## config.mk

```make
export PLATFORM = sky130hd
export DESIGN_NAME = decode_stage
export DESIGN_NICKNAME = d
export VERILOG_FILES = /design/src/rtl/decode_stage.sv
export SDC_FILE = /design/constraint.sdc
export NUM_CORES = 1
export LEC_CHECK = 0
export BUFFER_PORTS_ARGS = -buffer_cell sky130_fd_sc_hd__buf_2
export CAP_MARGIN = 20
export CORE_MARGIN = 2
export CORE_UTILIZATION = 35
export CTS_BUF_LIST = sky130_fd_sc_hd__clkbuf_4
export DETAILED_ROUTE_END_ITERATION = 12
export SYNTH_ARGS = -nofsm -noshare
export SYNTH_HDL_FRONTEND = slang
export SYNTH_SLANG_ARGS = --single-unit
```

## constraint.sdc

```tcl
create_clock -name clk -period 2.4 [get_ports clk]
set_input_delay 0.12 -clock clk [delete_from_list [all_inputs] [get_ports clk]]
set_output_delay 0.12 -clock clk [all_outputs]
set_load 0.03 [all_outputs]
```

## src/rtl/decode_stage.sv

```systemverilog
// RV32I decode stage: decodes the fetched word into an execute bundle and holds it
// in a two-entry elastic buffer (output register plus skid register).
package decode_stage_pkg;
  localparam int unsigned XLEN_W = 32;
  localparam int unsigned REG_W  = 5;

  typedef enum logic [3:0] {
    ALU_ADD = 4'd0,
    ALU_SUB = 4'd1,
    ALU_SLL = 4'd2,
    ALU_LT  = 4'd3,
    ALU_LTU = 4'd4,
    ALU_XOR = 4'd5,
    ALU_SRL = 4'd6,
    ALU_SRA = 4'd7,
    ALU_OR  = 4'd8,
    ALU_AND = 4'd9
  } alu_op_e;

  typedef struct packed {
    alu_op_e            alu_op;
    logic [REG_W-1:0]   rs1;
    logic [REG_W-1:0]   rs2;
    logic [REG_W-1:0]   rd;
    logic [XLEN_W-1:0]  imm;
    logic               src1_pc;
    logic               src2_imm;
    logic               wb_en;
    logic               mem_rd;
    logic               mem_wr;
    logic               branch;
    logic               jump;
    logic [2:0]         funct3;
    logic               illegal;
    logic [XLEN_W-1:0]  pc;
  } bundle_t;
endpackage

module decode_stage
  import decode_stage_pkg::*;
#(
  parameter int unsigned XLEN = 32
) (
  input  logic            clk,
  input  logic            rst_n,
  input  logic            flush,
  input  logic            in_valid,
  output logic            in_ready,
  input  logic [31:0]     in_instr,
  input  logic [XLEN-1:0] in_pc,
  output logic            out_valid,
  input  logic            out_ready,
  output logic [3:0]      out_alu_op,
  output logic [4:0]      out_rs1,
  output logic [4:0]      out_rs2,
  output logic [4:0]      out_rd,
  output logic [XLEN-1:0] out_imm,
  output logic            out_src1_pc,
  output logic            out_src2_imm,
  output logic            out_wb_en,
  output logic            out_mem_rd,
  output logic            out_mem_wr,
  output logic            out_branch,
  output logic            out_jump,
  output logic [2:0]      out_funct3,
  output logic            out_illegal,
  output logic [XLEN-1:0] out_pc
);

  localparam logic [6:0] OPC_LUI    = 7'b0110111;
  localparam logic [6:0] OPC_AUIPC  = 7'b0010111;
  localparam logic [6:0] OPC_JAL    = 7'b1101111;
  localparam logic [6:0] OPC_JALR   = 7'b1100111;
  localparam logic [6:0] OPC_BRANCH = 7'b1100011;
  localparam logic [6:0] OPC_LOAD   = 7'b0000011;
  localparam logic [6:0] OPC_STORE  = 7'b0100011;
  localparam logic [6:0] OPC_OPIMM  = 7'b0010011;
  localparam logic [6:0] OPC_OP     = 7'b0110011;
  localparam logic [6:0] OPC_FENCE  = 7'b0001111;

  typedef enum logic [1:0] {EMPTY = 2'd0, ONE = 2'd1, TWO = 2'd2} buf_state_e;

  buf_state_e state_q, state_d;
  bundle_t    out_q, out_d, skid_q, skid_d, dec;
  logic       in_ready_q, in_ready_d, out_valid_q, out_valid_d;
  logic       accept, drain, uses_rd, illegal;
  logic [6:0] opcode, funct7;
  logic [2:0] funct3;

  // Shared funct3 -> ALU op map for OP and OP-IMM; bit 30 selects SRA.
  function automatic alu_op_e f3_alu(input logic [2:0] f3, input logic alt);
    case (f3)
      3'b000:  f3_alu = ALU_ADD;
      3'b001:  f3_alu = ALU_SLL;
      3'b010:  f3_alu = ALU_LT;
      3'b011:  f3_alu = ALU_LTU;
      3'b100:  f3_alu = ALU_XOR;
      3'b101:  f3_alu = alt ? ALU_SRA : ALU_SRL;
      3'b110:  f3_alu = ALU_OR;
      default: f3_alu = ALU_AND;
    endcase
  endfunction

  always_comb begin : decode
    opcode       = in_instr[6:0];
    funct3       = in_instr[14:12];
    funct7       = in_instr[31:25];
    uses_rd      = 1'b0;
    illegal      = 1'b0;
    dec          = '0;
    dec.alu_op   = ALU_ADD;
    dec.rs1      = in_instr[19:15];
    dec.rs2      = in_instr[24:20];
    dec.rd       = in_instr[11:7];
    dec.funct3   = funct3;
    dec.pc       = 32'(in_pc);
    case (opcode)
      OPC_LUI: begin
        dec.rs1      = '0;
        dec.imm      = {in_instr[31:12], 12'b0};
        dec.src2_imm = 1'b1;
        uses_rd      = 1'b1;
      end
      OPC_AUIPC: begin
        dec.imm      = {in_instr[31:12], 12'b0};
        dec.src1_pc  = 1'b1;
        dec.src2_imm = 1'b1;
        uses_rd      = 1'b1;
      end
      OPC_JAL: begin
        dec.imm      = {{12{in_instr[31]}}, in_instr[19:12], in_instr[20], in_instr[30:21], 1'b0};
        dec.src1_pc  = 1'b1;
        dec.src2_imm = 1'b1;
        dec.jump     = 1'b1;
        uses_rd      = 1'b1;
      end
      OPC_JALR: begin
        dec.imm      = {{20{in_instr[31]}}, in_instr[31:20]};
        dec.src2_imm = 1'b1;
        dec.jump     = 1'b1;
        uses_rd      = 1'b1;
      end
      OPC_BRANCH: begin
        dec.imm    = {{20{in_instr[31]}}, in_instr[7], in_instr[30:25], in_instr[11:8], 1'b0};
        dec.branch = 1'b1;
        case (funct3)
          3'b000, 3'b001: dec.alu_op = ALU_SUB;
          3'b100, 3'b101: dec.alu_op = ALU_LT;
          3'b110, 3'b111: dec.alu_op = ALU_LTU;
          default:        illegal    = 1'b1;
        endcase
      end
      OPC_LOAD: begin
        dec.imm      = {{20{in_instr[31]}}, in_instr[31:20]};
        dec.src2_imm = 1'b1;
        dec.mem_rd   = 1'b1;
        uses_rd      = 1'b1;
      end
      OPC_STORE: begin
        dec.imm      = {{20{in_instr[31]}}, in_instr[31:25], in_instr[11:7]};
        dec.src2_imm = 1'b1;
        dec.mem_wr   = 1'b1;
      end
      OPC_OPIMM: begin
        dec.imm      = {{20{in_instr[31]}}, in_instr[31:20]};
        dec.src2_imm = 1'b1;
        dec.alu_op   = f3_alu(funct3, in_instr[30]);
        uses_rd      = 1'b1;
        // Shift immediates carry only the 5-bit shamt; funct7 must be clean.
        if (funct3 == 3'b001) begin
          dec.imm = 32'(in_instr[24:20]);
          illegal = (funct7 != 7'h00);
        end else if (funct3 == 3'b101) begin
          dec.imm = 32'(in_instr[24:20]);
          illegal = (funct7 != 7'h00) && (funct7 != 7'h20);
        end
      end
      OPC_OP: begin
        dec.alu_op = f3_alu(funct3, in_instr[30]);
        uses_rd    = 1'b1;
        if (funct3 == 3'b000 && in_instr[30]) dec.alu_op = ALU_SUB;
        if ((funct7 != 7'h00) && (funct7 != 7'h20)) illegal = 1'b1;
        if ((funct7 == 7'h20) && (funct3 != 3'b000) && (funct3 != 3'b101)) illegal = 1'b1;
      end
      OPC_FENCE: ;
      default: illegal = 1'b1;
    endcase
    if (illegal) begin
      dec.alu_op = ALU_ADD;
      dec.mem_rd = 1'b0;
      dec.mem_wr = 1'b0;
      dec.branch = 1'b0;
      dec.jump   = 1'b0;
    end
    dec.illegal = illegal;
    dec.wb_en   = uses_rd && !illegal && (dec.rd != '0);
  end

  // Elastic buffer next-state; flush overrides any same-cycle movement.
  always_comb begin : buffer_next
    state_d = state_q;
    out_d   = out_q;
    skid_d  = skid_q;
    accept  = in_valid && in_ready_q;
    drain   = out_valid_q && out_ready;
    case (state_q)
      EMPTY: if (accept) begin
        out_d   = dec;
        state_d = ONE;
      end
      ONE: begin
        if (accept && drain) begin
          out_d = dec;
        end else if (accept) begin
          skid_d  = dec;
          state_d = TWO;
        end else if (drain) begin
          state_d = EMPTY;
        end
      end
      TWO: if (drain) begin
        out_d   = skid_q;
        state_d = ONE;
      end
      default: state_d = EMPTY;
    endcase
    if (flush) state_d = EMPTY;
    in_ready_d  = (state_d != TWO);
    out_valid_d = (state_d != EMPTY);
  end

  always_ff @(posedge clk or negedge rst_n) begin
    if (!rst_n) begin
      state_q     <= EMPTY;
      out_q       <= '0;
      skid_q      <= '0;
      in_ready_q  <= 1'b1;
      out_valid_q <= 1'b0;
    end else begin
      state_q     <= state_d;
      out_q       <= out_d;
      skid_q      <= skid_d;
      in_ready_q  <= in_ready_d;
      out_valid_q <= out_valid_d;
    end
  end

  assign in_ready     = in_ready_q;
  assign out_valid    = out_valid_q;
  assign out_alu_op   = out_q.alu_op;
  assign out_rs1      = out_q.rs1;
  assign out_rs2      = out_q.rs2;
  assign out_rd       = out_q.rd;
  assign out_imm      = XLEN'(out_q.imm);
  assign out_src1_pc  = out_q.src1_pc;
  assign out_src2_imm = out_q.src2_imm;
  assign out_wb_en    = out_q.wb_en;
  assign out_mem_rd   = out_q.mem_rd;
  assign out_mem_wr   = out_q.mem_wr;
  assign out_branch   = out_q.branch;
  assign out_jump     = out_q.jump;
  assign out_funct3   = out_q.funct3;
  assign out_illegal  = out_q.illegal;
  assign out_pc       = XLEN'(out_q.pc);

endmodule

```

* After elaboration in Yosys (flattened, before gate mapping)
Index checks and enable logic that the tools add are counted.
Widths: inputs -> output; s select.
** Storage, ports and cells
- Register bits :: 192
- Bits in latches :: 0
- Memory bits (writable) :: 0
- ROM bits :: 0
- Bits of input ports :: 69
- Output and inout bits :: 96
- Word-level logic and storage cells :: 125
- Memories :: 0
** Operators by class
- $add $sub $neg :: 0
- Multiply operators :: 0
- Div/mod/pow operators :: 0
- Magnitude comparators :: 0
- Equality and inequality tests :: 26
- Shift-type cells :: 0
- Multiplexer cells :: 35
- Bitwise gates (word level) :: 1
- Reduce and logical (&&, ||, !) cells :: 30
** Operators by type and width (number)
- $mux 94 :: 3
- $pmux 94 s3 :: 1
- $pmux 32 s6 :: 1
- $mux 32 :: 2
- $eq 7x6->1 const B :: 4
- $pmux 4 s7 :: 1
- $eq 7x7->1 const B :: 3
- $reduce_or 7->1 :: 3
- $eq 7x5->1 const B :: 2
- $reduce_or 2->1 :: 7
- $mux 1 :: 13
- $eq 3x3->1 const B :: 4
- $mux 2 :: 6
- $mux 4 :: 3
- $pmux 4 s3 :: 1
- $logic_and 1x1->1 :: 9
- $pmux 3 s3 :: 1
- $ne 2x2->1 const B :: 4
- $eq 7x2->1 const B :: 1
- $eq 7x4->1 const B :: 1
- $ne 7x6->1 const B :: 1
- $reduce_bool 7->1 :: 1
- $eq 3x2->1 const B :: 2
- $pmux 2 s3 :: 1
- 16 further kinds :: 17

* Logic depth before layout (Yosys ltp)
- Depth in word-level cells :: 10
- Depth in mapped cells :: 8
- Depth with buffers taken out :: 5

* Worst setup path after synthesis
OpenSTA, ideal clock, no wires.
- Path kind :: reg-to-reg
- From :: register out_valid_q, in the netlist out_valid
- To :: register out_q, in the netlist out_imm[21]
- Setup time :: 0.087 ns
- Arrival time :: 1.773 ns
- Required time :: 2.313 ns
- Setup slack :: 0.540 ns
- Stages on the path, launching flop included :: 8
- Buffers on the path :: 2
- Clock period less this slack :: 1.860 ns
- Path through :: dfrtp_1 a21bo_2 and2_1 buf_2 a31oi_2 clkbuf_1 nor3_1 a211oi_2
** Between the ends
- Longest elaborated chain between the ends :: 4
- Elaborated cells between the ends (all ways) :: 5
- Classes of those cells :: eq/ne: 2; reduce/logical: 3
** Ends and longest elaborated chain
- start, declared :: RTL line 85 : logic in_ready_q, in_ready_d, out_valid_q, out_valid_d;
- start signal, assigned :: RTL line 244 : out_valid_q <= out_valid_d;
- $logic_and 1x1->1 (*) :: RTL line 205 : drain = out_valid_q && out_ready;
- $logic_and 1x1->1 :: RTL line 212 : if (accept && drain) begin
- $ne 2x2->1 (no line)
- $reduce_and 4->1 (no line) (*)
- end signal, assigned :: RTL line 241 : out_q <= out_d;
- end, declared :: RTL line 84 : bundle_t out_q, out_d, skid_q, skid_d, dec;
Every way passes the cells marked *; elsewhere a longest branch is shown, timed or not.
A chain may end at the register's enable or synchronous reset.

* Final worst setup path
- From :: register state_q[0]
- To :: register skid_q[51] (netlist bit)
** Between the ends
- Longest elaborated chain between the ends :: 2
** Ends and longest elaborated chain
- start, declared :: RTL line 83 : buf_state_e state_q, state_d;
- start signal, assigned :: RTL line 240 : state_q <= state_d;
- $eq 2x1->1 :: RTL line 206 : case (state_q)
- $reduce_and 3->1 (no line)
- end signal, assigned :: RTL line 242 : skid_q <= skid_d;
- end, declared :: RTL line 84
No other way between the ends.

==> metrics.md <==
| Metric | Value |
|---|---|
| Outcome | finished clean |
| Worst r2r dst | skid_q[51]$_DFFE_PN0P_ |
| Final instance area | about 11000 um2 |
| Final ANT Viol Nets | 0 |
| Clk sinks | between 150 and 200 |
| Nets | between 1k and 1.5k |
| Worst Skew | 0.0189 ns |
| # diodes | 0 |
| Mapped Nets | roughly 1.0k |
| Avg Vias per Cell | between 5 and 6 |
| Worst Reg-to-Reg Cells | 5 |
| Layout filler cell count | 2377 |
| Worst-Skew Late Latency | 0.59 ns |
| RSZ-0062 raised after global routing | no |
| Setup Buffers After CTS | 0 |
| Seq pwr share | 0.477 |
| Number of port buffers | approximately 160 |
| Power consumption | ~0.010 W |
| DP Wirelength | roughly 16000 um |
| CTS tree | yes |
| Number of gates resized after cts | 0 |
| Synth Cell Area | around 8600 um2 |
| Worst Hold End | skid_q[53]$_DFFE_PN0P_ |
| Sw Ratio | 0.411 |
| CTS Hold Bufs | between 60 and 70 |
| Psw | between 0.004 and 0.005 W |
| Commonest cells after routing, fill and taps aside | nand2_1 (305), dfrtp_1 (191), buf_2 (163) |
| Post-synth EDFFs | 0 |
| WHS Path Cells | 5 |
| WP data required | a little under 3 ns |
| Hold crit path type | in -> reg |
| Sequential share of the synthesized area | 0.561 |
| Core area | 24200 um2 |
| Pint | about 0.0060 W |
| Setup violators final | 0 |
| Register clock-pin slew on the reported worst setup and hold paths | about 0.16 ns |
| Reg-to-reg slack, setup | 0.28 ns |
| Synthesized area per cell | 8.82 um2 |
| Final hold violations | 0 |
| Maximum vdd drop | a little over 0.5 mV |
| Vias in the first global route | around 7.4k |
| Die Area | between 20000 and 30000 um2 |
| Combinational power share | 0.343 |
| Largest stage delay on the critical path | around 0.57 ns |
| Total wire length | approximately 26000 um |
| Clock buffer depth | 2 |
| IO Count | 165 |
| Total CTS buffers | 17 |
| Hold_sp | in_valid |
| Final worst-path cycle share | 0.883 |
| Lkg Pwr | about 5 nW |
| Slew @ Worst Pin | a little under 0.7 ns |
| Yosys warnings | 0 |
| Max Freq | between 0.4 and 0.5 GHz |
| Antenna violations before repair | 2 |
| Placed Area | between 9000 and 10000 um2 |
| Clock share of power | 0.180 |
| Synth cell types | 53 |
| Die Y | ~160 um |
| Synth-to-Final Area Change | 26.1% |
| Critical path class | reg -> reg |
| Main flop type after synthesis | dfrtp_1 |
| Slew headroom | 0.545 |
| Critical R2R Launch | state_q[0]$_DFF_PN0_ |
| Final RePlAce weighted congestion | slightly above 0.8 |
| Commonest non-fill, non-tap cell in the layout | nand2_1 |
| CP endpoint kind | flop |
| 1st-pass router iterations | 5 |
| Worst path slowest cell | dlygate4sd3_1 |
| Register bit total from synthesis | ~190 |
| First-pass GRT wire length | between 40000 and 50000 um |
| Setup TNS | 0 ns |
| Layout cell share with drive strength beyond 1 | 0.204 |
| DR WL/cell | 16.9 um |
| Power Density | 940 nW/um2 |
| Max FO, Critical Path | 6 |
| Worst path cell trace | a21bo_2 -> nor3_4 -> nand2_1 -> dlygate4sd3_1 -> o21ai_0 |
| Initial Util | 0.354 |
| Max-slew violations | 0 |
| Largest net degree at the start of global routing | 90 |
| Num rows | 57 |
| Seq. cell area | just under 5000 um2 |
| Die Wd | between 150 and 200 um |
| DRT iter0 DRCs | 595 |
| Synth Instances | around 970 |
| Crit path DAT | roughly 2.6 ns |
| Clk root buf | clkbuf_4 |
| Startpoint Class | flop |
| Multi-input logic area | approximately 3500 um2 |
| Vias after detailed routing | about 7.7k |
| GR Overflow Total | 0 |
| Min Tclk post-route | ~2.1 ns |
| H-tree depth | 4 |
| GRT Overall Usage | 0.201 |
| Post-synth ARST share | 1.00 |
| Final core occ | 0.447 |
| DR DRC count | 0 |
| Max-cap violations | 0 |
==> critical path: cells and delay by family (launching register included) <==
kind	cells	cell delay, ns
buf+inv	1	0.57
flops	1	0.54
simple gates	2	0.49
compound gates	2	0.46
==> routing by layer <==
metal,vias to the layer above,part of all wire,track usage
met5,-,0.00090,0
met3,16,0.062,0.0504
met4,4,0.0075,0.0389
met1,3682,0.47,0.282
li1,3703,-,-
met2,247,0.46,0.320
==> synth_stat cells, drive strengths merged (3+ instances only) <==
cell type / number / area share
a32oi: 3 / 0.0031
a31oi: 61 / 0.045
nand2: 305 / 0.13
nand2b: 4 / 0.0029
nor3: 31 / 0.019
a21oi: 36 / 0.021
and2: 3 / 0.0022
buf: 12 / 0.0072
and3: 9 / 0.0066
clkbuf: 57 / 0.025
o21ai: 29 / 0.017
nor2b: 7 / 0.0051
a221o: 7 / 0.0082
o22ai: 5 / 0.0037
inv: 3 / 0.0013
mux2: 3 / 0.0039
o31ai: 13 / 0.011
nand3: 17 / 0.0099
dfrtp: 191 / 0.56
a22oi: 5 / 0.0044
a211oi: 24 / 0.027
nor2: 118 / 0.052
==> through the flow <==
step / cells / hold WS [ns] / setup WS [ns]
after detailed placement: 1411 / 0.105 / 0.332
after CTS: 1507 / 0.00320 / 0.295
final: 1507 / 0.0514 / 0.280
after global placement: 1411 / 0.106 / 0.323
after global routing: 1507 / 0.0217 / 0.180
after floorplan: 971 / -0.176 / 0.540
==> sequential cells by signal (all words and copies together), names as in the netlist, 2 cells and up <==
signal and cells:
out_imm 32, skid_q 94, out_funct3 3, out_rd 5
out_rs1 5, out_alu_op 4, state_q 2, out_pc 32
out_rs2 5
==> cell families (layout without fill, tap and decap cells) <==
logic type / Yosys count / in the layout / synth area share
AO/OA/AOI/OAI: 196 / 196 / 0.156
flip-flops: 192 / 192 / 0.561
AND/OR/NAND/NOR: 508 / 508 / 0.245
buffers and inverters: 72 / 284 / 0.0335
multiplexers: 3 / 3 / 0.00394
==> power by group through the flow <==
stage | logic, W | clock network [W] | registers (W)
final | 0.00348 | 0.00183 | 0.00484
after global routing | 0.00380 | 0.00203 | 0.00498
after CTS | 0.00352 | 0.00190 | 0.00484
after detailed placement | 0.00343 | 0 | 0.00491
after global placement | 0.00338 | 0 | 0.00488
after floorplan | 0.00138 | 0 | 0.00573
==> cell type report <==
class	count	area share
repair buffers	249	0.162
inverters	3	0.00104
flip-flops and latches	192	0.445
well taps	324	0.0375
clock buffers	17	0.0118
multi-input cells	707	0.327
clock inverters	15	0.0154
==> worst max-delay path by stage <==
| stage | startpoint | endpoint | slack (ns) |
|---|---|---|---|
| floorplan | out_valid$_DFF_PN0_ | out_imm[21]$_DFFE_PN0P_ | 0.54 |
| global placement | in_instr[31] | skid_q[32]$_DFFE_PN0P_ | 0.32 |
| detailed placement | in_instr[31] | skid_q[32]$_DFFE_PN0P_ | 0.33 |
| CTS | state_q[0]$_DFF_PN0_ | skid_q[51]$_DFFE_PN0P_ | 0.29 |
| global route | state_q[0]$_DFF_PN0_ | skid_q[51]$_DFFE_PN0P_ | 0.18 |
| finish | state_q[0]$_DFF_PN0_ | skid_q[51]$_DFFE_PN0P_ | 0.28 |
(Power assumes the default switching activity.)
